## src/rtl/rx_deskew_pkg.sv

```systemverilog
// Shared types and constants for the Gen1 Rx lane deskew stage.
package rx_deskew_pkg;

    localparam logic [7:0] COM_SYMBOL = 8'hBC;

    typedef enum logic [0:0] {
        SEARCH  = 1'b0,
        ALIGNED = 1'b1
    } deskew_state_e;

    typedef struct packed {
        logic       k;
        logic [7:0] data;
    } fifo_entry_t;

    function automatic logic is_com(input fifo_entry_t e);
        return e.k && (e.data == COM_SYMBOL);
    endfunction

endpackage

```

## src/rtl/rx_lane_deskew_if.sv

```systemverilog
// PIPE Rx lane bus in, lane-aligned symbol bus out.
interface rx_lane_deskew_if #(
    parameter int MAXPIPEWIDTH = 32,
    parameter int LANESNUMBER  = 16,
    parameter int LANE_WIDTH   = 8
);
    logic                                  deskew_en;
    logic [4:0]                            numberOfDetectedLanes;
    logic [MAXPIPEWIDTH*LANESNUMBER-1:0]   RxData;
    logic [(MAXPIPEWIDTH/8)*LANESNUMBER-1:0] RxDataK;
    logic [LANESNUMBER-1:0]                RxValid;
    logic [LANE_WIDTH*LANESNUMBER-1:0]     DeskewData;
    logic [LANESNUMBER-1:0]                DeskewDataK;
    logic [LANESNUMBER-1:0]                DeskewValid;
    logic                                  deskewed;
    logic                                  deskew_error;

    modport master (
        output deskew_en, numberOfDetectedLanes, RxData, RxDataK, RxValid,
        input  DeskewData, DeskewDataK, DeskewValid, deskewed, deskew_error
    );

    modport slave (
        input  deskew_en, numberOfDetectedLanes, RxData, RxDataK, RxValid,
        output DeskewData, DeskewDataK, DeskewValid, deskewed, deskew_error
    );
endinterface

```

## src/rtl/rx_deskew_lane_fifo.sv

```systemverilog
// Per-lane skew FIFO: discards symbols until the first COM, then buffers every valid symbol.
module rx_deskew_lane_fifo
    import rx_deskew_pkg::*;
#(
    parameter int DEPTH = 8
) (
    input  logic        clk,
    input  logic        rst_n,
    input  logic        i_valid,
    input  fifo_entry_t i_entry,
    input  logic        i_read,
    input  logic        i_flush,
    output logic        o_write,
    output logic        o_empty,
    output logic        o_full,
    output fifo_entry_t o_head
);
    localparam int PTR_W = $clog2(DEPTH);

    fifo_entry_t        r_mem [DEPTH];
    logic [PTR_W-1:0]   r_wr_ptr;
    logic [PTR_W-1:0]   r_rd_ptr;
    logic [PTR_W:0]     r_count;
    logic               r_com_seen;
    logic               w_push;
    logic               w_pop;

    assign o_write = i_valid && (r_com_seen || is_com(i_entry));
    assign o_empty = (r_count == '0);
    assign o_full  = (r_count == (PTR_W+1)'(DEPTH));
    assign o_head  = r_mem[r_rd_ptr];

    // Flush wins over any same-cycle write; a full FIFO only accepts when it also pops.
    assign w_push = o_write && !i_flush && (!o_full || i_read);
    assign w_pop  = i_read && !o_empty && !i_flush;

    // NOTE: state uses <= so every register in this edge sees pre-edge values.
    always_ff @(posedge clk or negedge rst_n) begin
        if (!rst_n) begin
            r_wr_ptr   <= '0;
            r_rd_ptr   <= '0;
            r_count    <= '0;
            r_com_seen <= 1'b0;
        end else if (i_flush) begin
            r_wr_ptr   <= '0;
            r_rd_ptr   <= '0;
            r_count    <= '0;
            r_com_seen <= 1'b0;
        end else begin
            if (w_push) begin
                r_wr_ptr   <= r_wr_ptr + PTR_W'(1);
                r_com_seen <= 1'b1;
            end
            if (w_pop) begin
                r_rd_ptr <= r_rd_ptr + PTR_W'(1);
            end
            if (w_push && !w_pop) begin
                r_count <= r_count + (PTR_W+1)'(1);
            end else if (!w_push && w_pop) begin
                r_count <= r_count - (PTR_W+1)'(1);
            end
        end
    end

    // NOTE: storage has no reset; the count and pointers alone define valid entries.
    always_ff @(posedge clk) begin
        if (w_push) begin
            r_mem[r_wr_ptr] <= i_entry;
        end
    end

endmodule

```

## src/rtl/rx_lane_deskew.sv

```systemverilog
// Gen1 multi-lane deskew: buffers each lane from its first COM and pops all active lanes in lockstep.
module rx_lane_deskew
    import rx_deskew_pkg::*;
#(
    parameter int MAXPIPEWIDTH = 32,
    parameter int LANESNUMBER  = 16,
    parameter int LANE_WIDTH   = 8,
    parameter int DEPTH        = 8
) (
    input  logic            pclk,
    input  logic            reset_n,
    rx_lane_deskew_if.slave bus
);
    localparam int KW = MAXPIPEWIDTH / 8;

    deskew_state_e                   r_state;
    deskew_state_e                   w_state_nxt;
    logic [4:0]                      r_num_lanes;
    logic [LANE_WIDTH*LANESNUMBER-1:0] r_data;
    logic [LANESNUMBER-1:0]          r_data_k;
    logic [LANESNUMBER-1:0]          r_valid;
    logic                            r_error;

    logic [LANESNUMBER-1:0]          w_active;
    logic [LANESNUMBER-1:0]          w_write;
    logic [LANESNUMBER-1:0]          w_empty;
    logic [LANESNUMBER-1:0]          w_full;
    logic [LANESNUMBER-1:0]          w_head_com;
    fifo_entry_t                     w_head [LANESNUMBER];
    logic                            w_ctrl_flush;
    logic                            w_read;
    logic                            w_align_loss;
    logic                            w_overflow;
    logic                            w_error;
    logic                            w_flush;

    for (genvar g = 0; g < LANESNUMBER; g++) begin : g_lane
        fifo_entry_t w_in;

        assign w_active[g] = (bus.numberOfDetectedLanes > 5'(g));
        assign w_in        = '{k: bus.RxDataK[g*KW], data: bus.RxData[g*MAXPIPEWIDTH +: LANE_WIDTH]};

        rx_deskew_lane_fifo #(.DEPTH(DEPTH)) u_fifo (
            .clk     (pclk),
            .rst_n   (reset_n),
            .i_valid (w_active[g] && bus.RxValid[g]),
            .i_entry (w_in),
            .i_read  (w_read && w_active[g]),
            .i_flush (w_flush),
            .o_write (w_write[g]),
            .o_empty (w_empty[g]),
            .o_full  (w_full[g]),
            .o_head  (w_head[g])
        );

        assign w_head_com[g] = w_active[g] && is_com(w_head[g]);
    end

    // A lane-count change behaves like a one-cycle enable drop.
    assign w_ctrl_flush = !bus.deskew_en || (bus.numberOfDetectedLanes != r_num_lanes);
    assign w_read       = !w_ctrl_flush && (w_active != '0) && ((w_active & ~w_empty) == w_active);
    assign w_align_loss = w_read && (r_state == ALIGNED) && (w_head_com != '0) && (w_head_com != w_active);
    assign w_overflow   = !w_ctrl_flush && !w_read && |(w_active & w_full & w_write);
    assign w_error      = w_align_loss || w_overflow;
    assign w_flush      = w_ctrl_flush || w_error;

    // NOTE: next-state gets its default first so no path leaves it unassigned (no latch).
    always_comb begin
        w_state_nxt = r_state;
        if (w_flush) begin
            w_state_nxt = SEARCH;
        end else if (w_read) begin
            w_state_nxt = ALIGNED;
        end
    end

    always_ff @(posedge pclk or negedge reset_n) begin
        if (!reset_n) begin
            r_state     <= SEARCH;
            r_num_lanes <= '0;
            r_data      <= '0;
            r_data_k    <= '0;
            r_valid     <= '0;
            r_error     <= 1'b0;
        end else begin
            r_state     <= w_state_nxt;
            r_num_lanes <= bus.numberOfDetectedLanes;
            r_error     <= w_error;
            r_valid     <= '0;
            if (w_read && !w_error) begin
                r_valid <= w_active;
                for (int i = 0; i < LANESNUMBER; i++) begin
                    if (w_active[i]) begin
                        r_data[i*LANE_WIDTH +: LANE_WIDTH] <= w_head[i].data;
                        r_data_k[i]                        <= w_head[i].k;
                    end
                end
            end
        end
    end

    assign bus.DeskewData   = r_data;
    assign bus.DeskewDataK  = r_data_k;
    assign bus.DeskewValid  = r_valid;
    assign bus.deskewed     = (r_state == ALIGNED);
    assign bus.deskew_error = r_error;

endmodule

```

## src/flat_wrapper.sv

```systemverilog
// flat-port wrapper written by rule: the top's interface ports become plain ports
module rx_lane_deskew_flat import rx_deskew_pkg::*;
#(
    parameter int MAXPIPEWIDTH = 32,
    parameter int LANESNUMBER  = 16,
    parameter int LANE_WIDTH   = 8,
    parameter int DEPTH        = 8
)
  (pclk, reset_n, bus_deskew_en, bus_numberOfDetectedLanes, bus_RxData, bus_RxDataK, bus_RxValid, bus_DeskewData, bus_DeskewDataK, bus_DeskewValid, bus_deskewed, bus_deskew_error);
  rx_lane_deskew_if #(.MAXPIPEWIDTH(MAXPIPEWIDTH), .LANESNUMBER(LANESNUMBER), .LANE_WIDTH(LANE_WIDTH)) bus_i ();
  input  logic pclk;
  input  logic reset_n;
  input wire logic [$bits(bus_i.deskew_en)-1:0] bus_deskew_en;
  input wire logic [$bits(bus_i.numberOfDetectedLanes)-1:0] bus_numberOfDetectedLanes;
  input wire logic [$bits(bus_i.RxData)-1:0] bus_RxData;
  input wire logic [$bits(bus_i.RxDataK)-1:0] bus_RxDataK;
  input wire logic [$bits(bus_i.RxValid)-1:0] bus_RxValid;
  output wire logic [$bits(bus_i.DeskewData)-1:0] bus_DeskewData;
  output wire logic [$bits(bus_i.DeskewDataK)-1:0] bus_DeskewDataK;
  output wire logic [$bits(bus_i.DeskewValid)-1:0] bus_DeskewValid;
  output wire logic [$bits(bus_i.deskewed)-1:0] bus_deskewed;
  output wire logic [$bits(bus_i.deskew_error)-1:0] bus_deskew_error;
  assign bus_i.deskew_en = bus_deskew_en;
  assign bus_i.numberOfDetectedLanes = bus_numberOfDetectedLanes;
  assign bus_i.RxData = bus_RxData;
  assign bus_i.RxDataK = bus_RxDataK;
  assign bus_i.RxValid = bus_RxValid;
  assign bus_DeskewData = bus_i.DeskewData;
  assign bus_DeskewDataK = bus_i.DeskewDataK;
  assign bus_DeskewValid = bus_i.DeskewValid;
  assign bus_deskewed = bus_i.deskewed;
  assign bus_deskew_error = bus_i.deskew_error;
  rx_lane_deskew #(.MAXPIPEWIDTH(MAXPIPEWIDTH), .LANESNUMBER(LANESNUMBER), .LANE_WIDTH(LANE_WIDTH), .DEPTH(DEPTH)) u_core (.pclk(pclk), .reset_n(reset_n), .bus(bus_i));
endmodule
```

## config.mk

```make
export PLATFORM = sky130hd
export DESIGN_NAME = rx_lane_deskew_flat
export DESIGN_NICKNAME = d
export VERILOG_FILES = /design/src/rtl/rx_deskew_pkg.sv /design/src/rtl/rx_lane_deskew_if.sv /design/src/rtl/rx_deskew_lane_fifo.sv /design/src/rtl/rx_lane_deskew.sv /design/src/flat_wrapper.sv
export SDC_FILE = /design/constraint.sdc
export NUM_CORES = 2
export LEC_CHECK = 0
export BUFFER_PORTS_ARGS = -buffer_cell sky130_fd_sc_hd__buf_2
export CAP_MARGIN = 0
export CORE_MARGIN = 2
export CORE_UTILIZATION = 53
export DETAILED_ROUTE_END_ITERATION = 10
export PLACE_DENSITY = 0.87
export SLEW_MARGIN = 15
export SYNTH_ARGS = -nofsm -noshare
export SYNTH_HDL_FRONTEND = slang
export SYNTH_SLANG_ARGS = --single-unit
```

## constraint.sdc

```tcl
create_clock -name pclk -period 4.7 [get_ports pclk]
set_input_delay 1.175 -clock pclk [delete_from_list [all_inputs] [get_ports pclk]]
set_output_delay 1.175 -clock pclk [all_outputs]
set_load 0.02 [all_outputs]
```

==> results.txt <==
Static timing analysis puts the maximum clock frequency at 0.1882 GHz. Across the run, the number of max-cap violations was 0. In this run the worst hold path is classified as in2async.

edfxtp_1 takes more of the synthesized area than any other cell. Signal arrival time at the worst endpoint: 5.97 ns. The congestion estimate from routability-driven global placement came to 0.9159.

The synthesized flop and latch total was 1,495. The checks that failed: setup timing. In this run the vertical extent of the chip is 346.6 um.

For this run, the number of Yosys warnings is 0. The number of non-filler instances in the completed layout was 6,422; the worst hold slack across all endpoints was 0.4265 ns. The endpoint kind of the worst setup timing path was a flop.

Among all flip-flop cells after synthesis, the most frequent one is edfxtp_1. Setup repair after global routing could not meet its margin everywhere. The share of synthesized cell area in and, or, nand and nor gates is 0.06815. In the final routed layout, each cell accounts on average for 27.12 um. The logs give 27 for the number of antenna violations at the first check in global routing and 120,100 sq um for the total die area. Along the worst path, the maximum fanout reaches 6. From synthesis to final layout, the design area changed by 29.05%. For this block, the routed nets add up to 174,200 um of wire. The top cell types in the final layout, fill and taps aside, are edfxtp_1 (1,152), buf_4 (674), dfrtp_1 (341), buf_2 (329), mux4_2 (286). The slowest library cell on the worst path is mux4_2. At the pin with the least slew margin, the transition time is 1.068 ns. Power comes to 27.33 mW. The detailed-routing iteration count for the pre-antenna-repair pass is 5.

The cell family contributing the most delay on the critical path is simple AND/OR/NAND/NOR gates. In this design, the stage delay of the slowest critical-path cell is 0.57 ns. No sink is reached through more buffers than the 3 on the longest clock path. STA classifies the critical path startpoint as a flop. In the synthesized netlist, the number of instances is 3,606. The post-route worst setup slack is -0.6126 ns. The tree is rooted in a clkbuf_16. For this design the ratio of total power to cell area is 340.5 nW/um^2. Core utilization of the finished layout: 0.6898. Number of nets still failing antenna checks after routing: 0.

The leakage dissipation came out at 30.13 nW. In the post-synthesis netlist, the biggest area contributors are edfxtp_1 (56%), dfrtp_1 (14%), mux4_2 (10%), mux2_2 (3.3%), nor2_1 (1.7%). The share of the clock period used by the worst path was 1.130. The deepest level of the CTS H-tree is 4. The fraction of final layout cells sized beyond drive strength 1 came out at 0.4439. The total vias in the final route is 38,860.

The run gives 250,300 um as the global-route wire length before repair. Across the routed clock network, the largest skew measured is 0.05059 ns. The flow ran to the end, but the final reports show violations. From left edge to right edge, the die measures 346.6 um. Hold repair after CTS inserted 0 buffers. The critical path start-end classification is reg2reg.

The xor/xnor cell area share of the yosys netlist came out at 0.01647. After the last flow step, the layout net total stands at 5,454. Multiplexer area fraction after synthesis: 0.1556.

The netlist uses 82 different library cells. Counting both buffers and inverters, the worst setup path holds a total of 3. Yosys mapped a number of flops with a built-in enable equal to 1,152. The share of the yosys chip area belonging to registers was 0.6941.

Post-CTS clock slew at the launch and capture registers of the worst setup and hold paths: 0.06 ns. Aggregate global routing overflow: 0. The total count of max-transition violations in the final report is 0.

The worst slew slack as a fraction of its limit is 0.2871, and the area share of the largest cell type after synthesis is 0.5561. The floorplan has 125 rows. For the number of global-route vias before repair, the log shows 40,480. The post-synthesis net count was 4,301. The detailed router finished its first iteration with 4,025 violations.

The number of clock buffers added by TritonCTS is 152. The initial core utilization was 0.5346. The adder and majority cell fraction of the synthesized area came out at 0.02104. Overall global routing resource usage: 0.2796. Setup violations remaining at the end of the flow were counted as 1,041. Prior to clock tree synthesis, the placed netlist has a worst setup slack of -0.8029 ns. IR analysis of the VDD net gives a maximum drop of 0.3722 mV. The cell count after placement was 6,039; the count of buffers from port buffering was 329.

The clock reaches the later pin of the worst-skew pair after 0.80 ns. After synthesis, the largest family of logic cells by area is multiplexers. The run gives 116,400 sq um as the core area. Walking the worst path, the cells encountered are mux4_2 > mux2_4 > nor4bb_4 > a31oi_4 > a2111o_1 > a211o_1 > or4b_4 > a21bo_4 > buf_12 > nor2_4 > ha_4 > clkinv_4 > buf_12 > ha_4 > a21oi_2 > xnor2_1 > nor2_1 > xnor2_1 > nor2_1. In this run the mean area of a mapped cell was 17.25 sq um. For the filler cell count, the log shows 6,896. The complex-gate fraction of the synthesized area works out to 0.02386.

The number of vias per cell after detailed routing is 6.051, and the proportion of register bits with asynchronous set or reset after synthesis is 0.2294. The library cell used most frequently in the layout, excluding fill and tap cells, is edfxtp_1. TritonCTS built the clock tree.

Subtracting the final worst setup slack from the clock period gives 5.313 ns. The tools report the clock sink count as 1,495. Detailed placement ended at an HPWL of 111,900 um.

Largest net degree at the start of global routing: 89. The data required time at the worst endpoint is 5.35 ns, and the count of endpoints failing hold in the final timing report is 0. 762 I/O pins were placed. In the routed design, unresolved DRC markers number 0. The mapped netlist covers 62,200 sq um.
cell families (layout without fill, tap and decap cells):
family / after synthesis / after routing
DFF: 1495 / 1495
and+or+nand+nor: 789 / 789
muxes: 579 / 579
buffers and inverters: 308 / 1589
AOI/OAI and AO/OA: 223 / 225
xor gates and xnor gates: 117 / 117
adders and majority gates: 95 / 95
other: 0 / 9
registers in the layout, indices dropped and copies added (netlist names):
signal                           count
u_core.g_lane.u_fifo.r_wr_ptr       48
u_core.bus.deskew_error              1
u_core.bus.DeskewValid              16
u_core.g_lane.u_fifo.r_com_seen     16
u_core.g_lane.u_fifo.r_count        64
u_core.g_lane.u_fifo.r_rd_ptr       48
u_core.bus.deskewed                  1
u_core.g_lane.u_fifo.r_mem        1152
u_core.bus.DeskewData              128
u_core.bus.DeskewDataK              16
u_core.r_num_lanes                   5
routing by layer:
| metal | routed length (um) | vias to the layer above | track usage |
|---|---|---|---|
| met5 | 158 | - | 0 |
| met1 | 61250 | 19850 | 0.3405 |
| met4 | 8158 | 26 | 0.1217 |
| met3 | 14070 | 484 | 0.05334 |
| met2 | 90540 | 2168 | 0.4878 |
| li1 | - | 16330 | - |
stage by stage:
stage | setup TNS [ns] | area [sq um]
final | -130.74 | 80270
after global routing | -263.64 | 80260
after CTS | -59.50 | 79190
after detailed placement | -372.26 | 72720
after global placement | -355.39 | 72720
after floorplan | -36.22 | 63490
layout make-up:
class / instances / area, sq um / area share
Sequential cell: 1495 / 43180 / 0.5379
Multi-Input combinational cell: 1805 / 19880 / 0.2476
Timing Repair Buffer: 1177 / 9532 / 0.1187
Clock buffer: 206 / 4189 / 0.05219
Tap cell: 1524 / 1907 / 0.02376
Clock inverter: 78 / 1021 / 0.01272
Inverter: 128 / 543.0 / 0.006765
Antenna cell: 9 / 22.52 / 0.0002806
power by group:
part	internal [mW]	leakage [nW]	total [mW]	switching (mW)
Sequential	14.2	15.0	14.2	0.00105
Clock	7.19	2.53	12.5	5.34
Combinational	0.198	12.6	0.562	0.363
Total	21.6	30.1	27.3	5.70
synth_stat cells, drive strengths merged, types with 18 or more instances:
library cell,number
ha,79
o21ai,27
nor3,54
and4b,28
nand2b,21
nor4,34
nor3b,29
xor2,64
nand2,138
nor4b,38
xnor2,53
a21o,29
inv,127
a21oi,78
nand3,46
edfxtp,1152
mux4,286
nand3b,18
nor2,280
dfrtp,343
buf,114
mux2,216
nor4bb,24
clkbuf,66
mux2i,77
timing repair:
item | CTS | global route
pin swaps | 113 | 74
cloned | 12 | 12
endpoints found under the setup margin | 1304 | 1232
setup buffers | 38 | 40
gates resized for setup | 165 | 176
final timing paths:
path                                                     start                            endpoint  slack, ns  depth (start not counted)
setup / recovery           u_core.g_lane[3].u_fifo.r_rd_ptr[0]  u_core.g_lane[4].u_fifo.r_count[3]      -0.61                         19
hold / removal                                         reset_n           u_core.bus.DeskewData[64]       0.43                          1
setup reg to reg           u_core.g_lane[3].u_fifo.r_rd_ptr[0]  u_core.g_lane[4].u_fifo.r_count[3]      -0.61                         19
hold reg to reg                      u_core.bus.DeskewDataK[1]           u_core.bus.DeskewDataK[1]       0.48                          1
max in group asynchronous                              reset_n          u_core.bus.DeskewData[112]       3.20                          2
min in group pclk                    u_core.bus.DeskewDataK[1]           u_core.bus.DeskewDataK[1]       0.48                          1
Power figures use the tool's default switching activity.
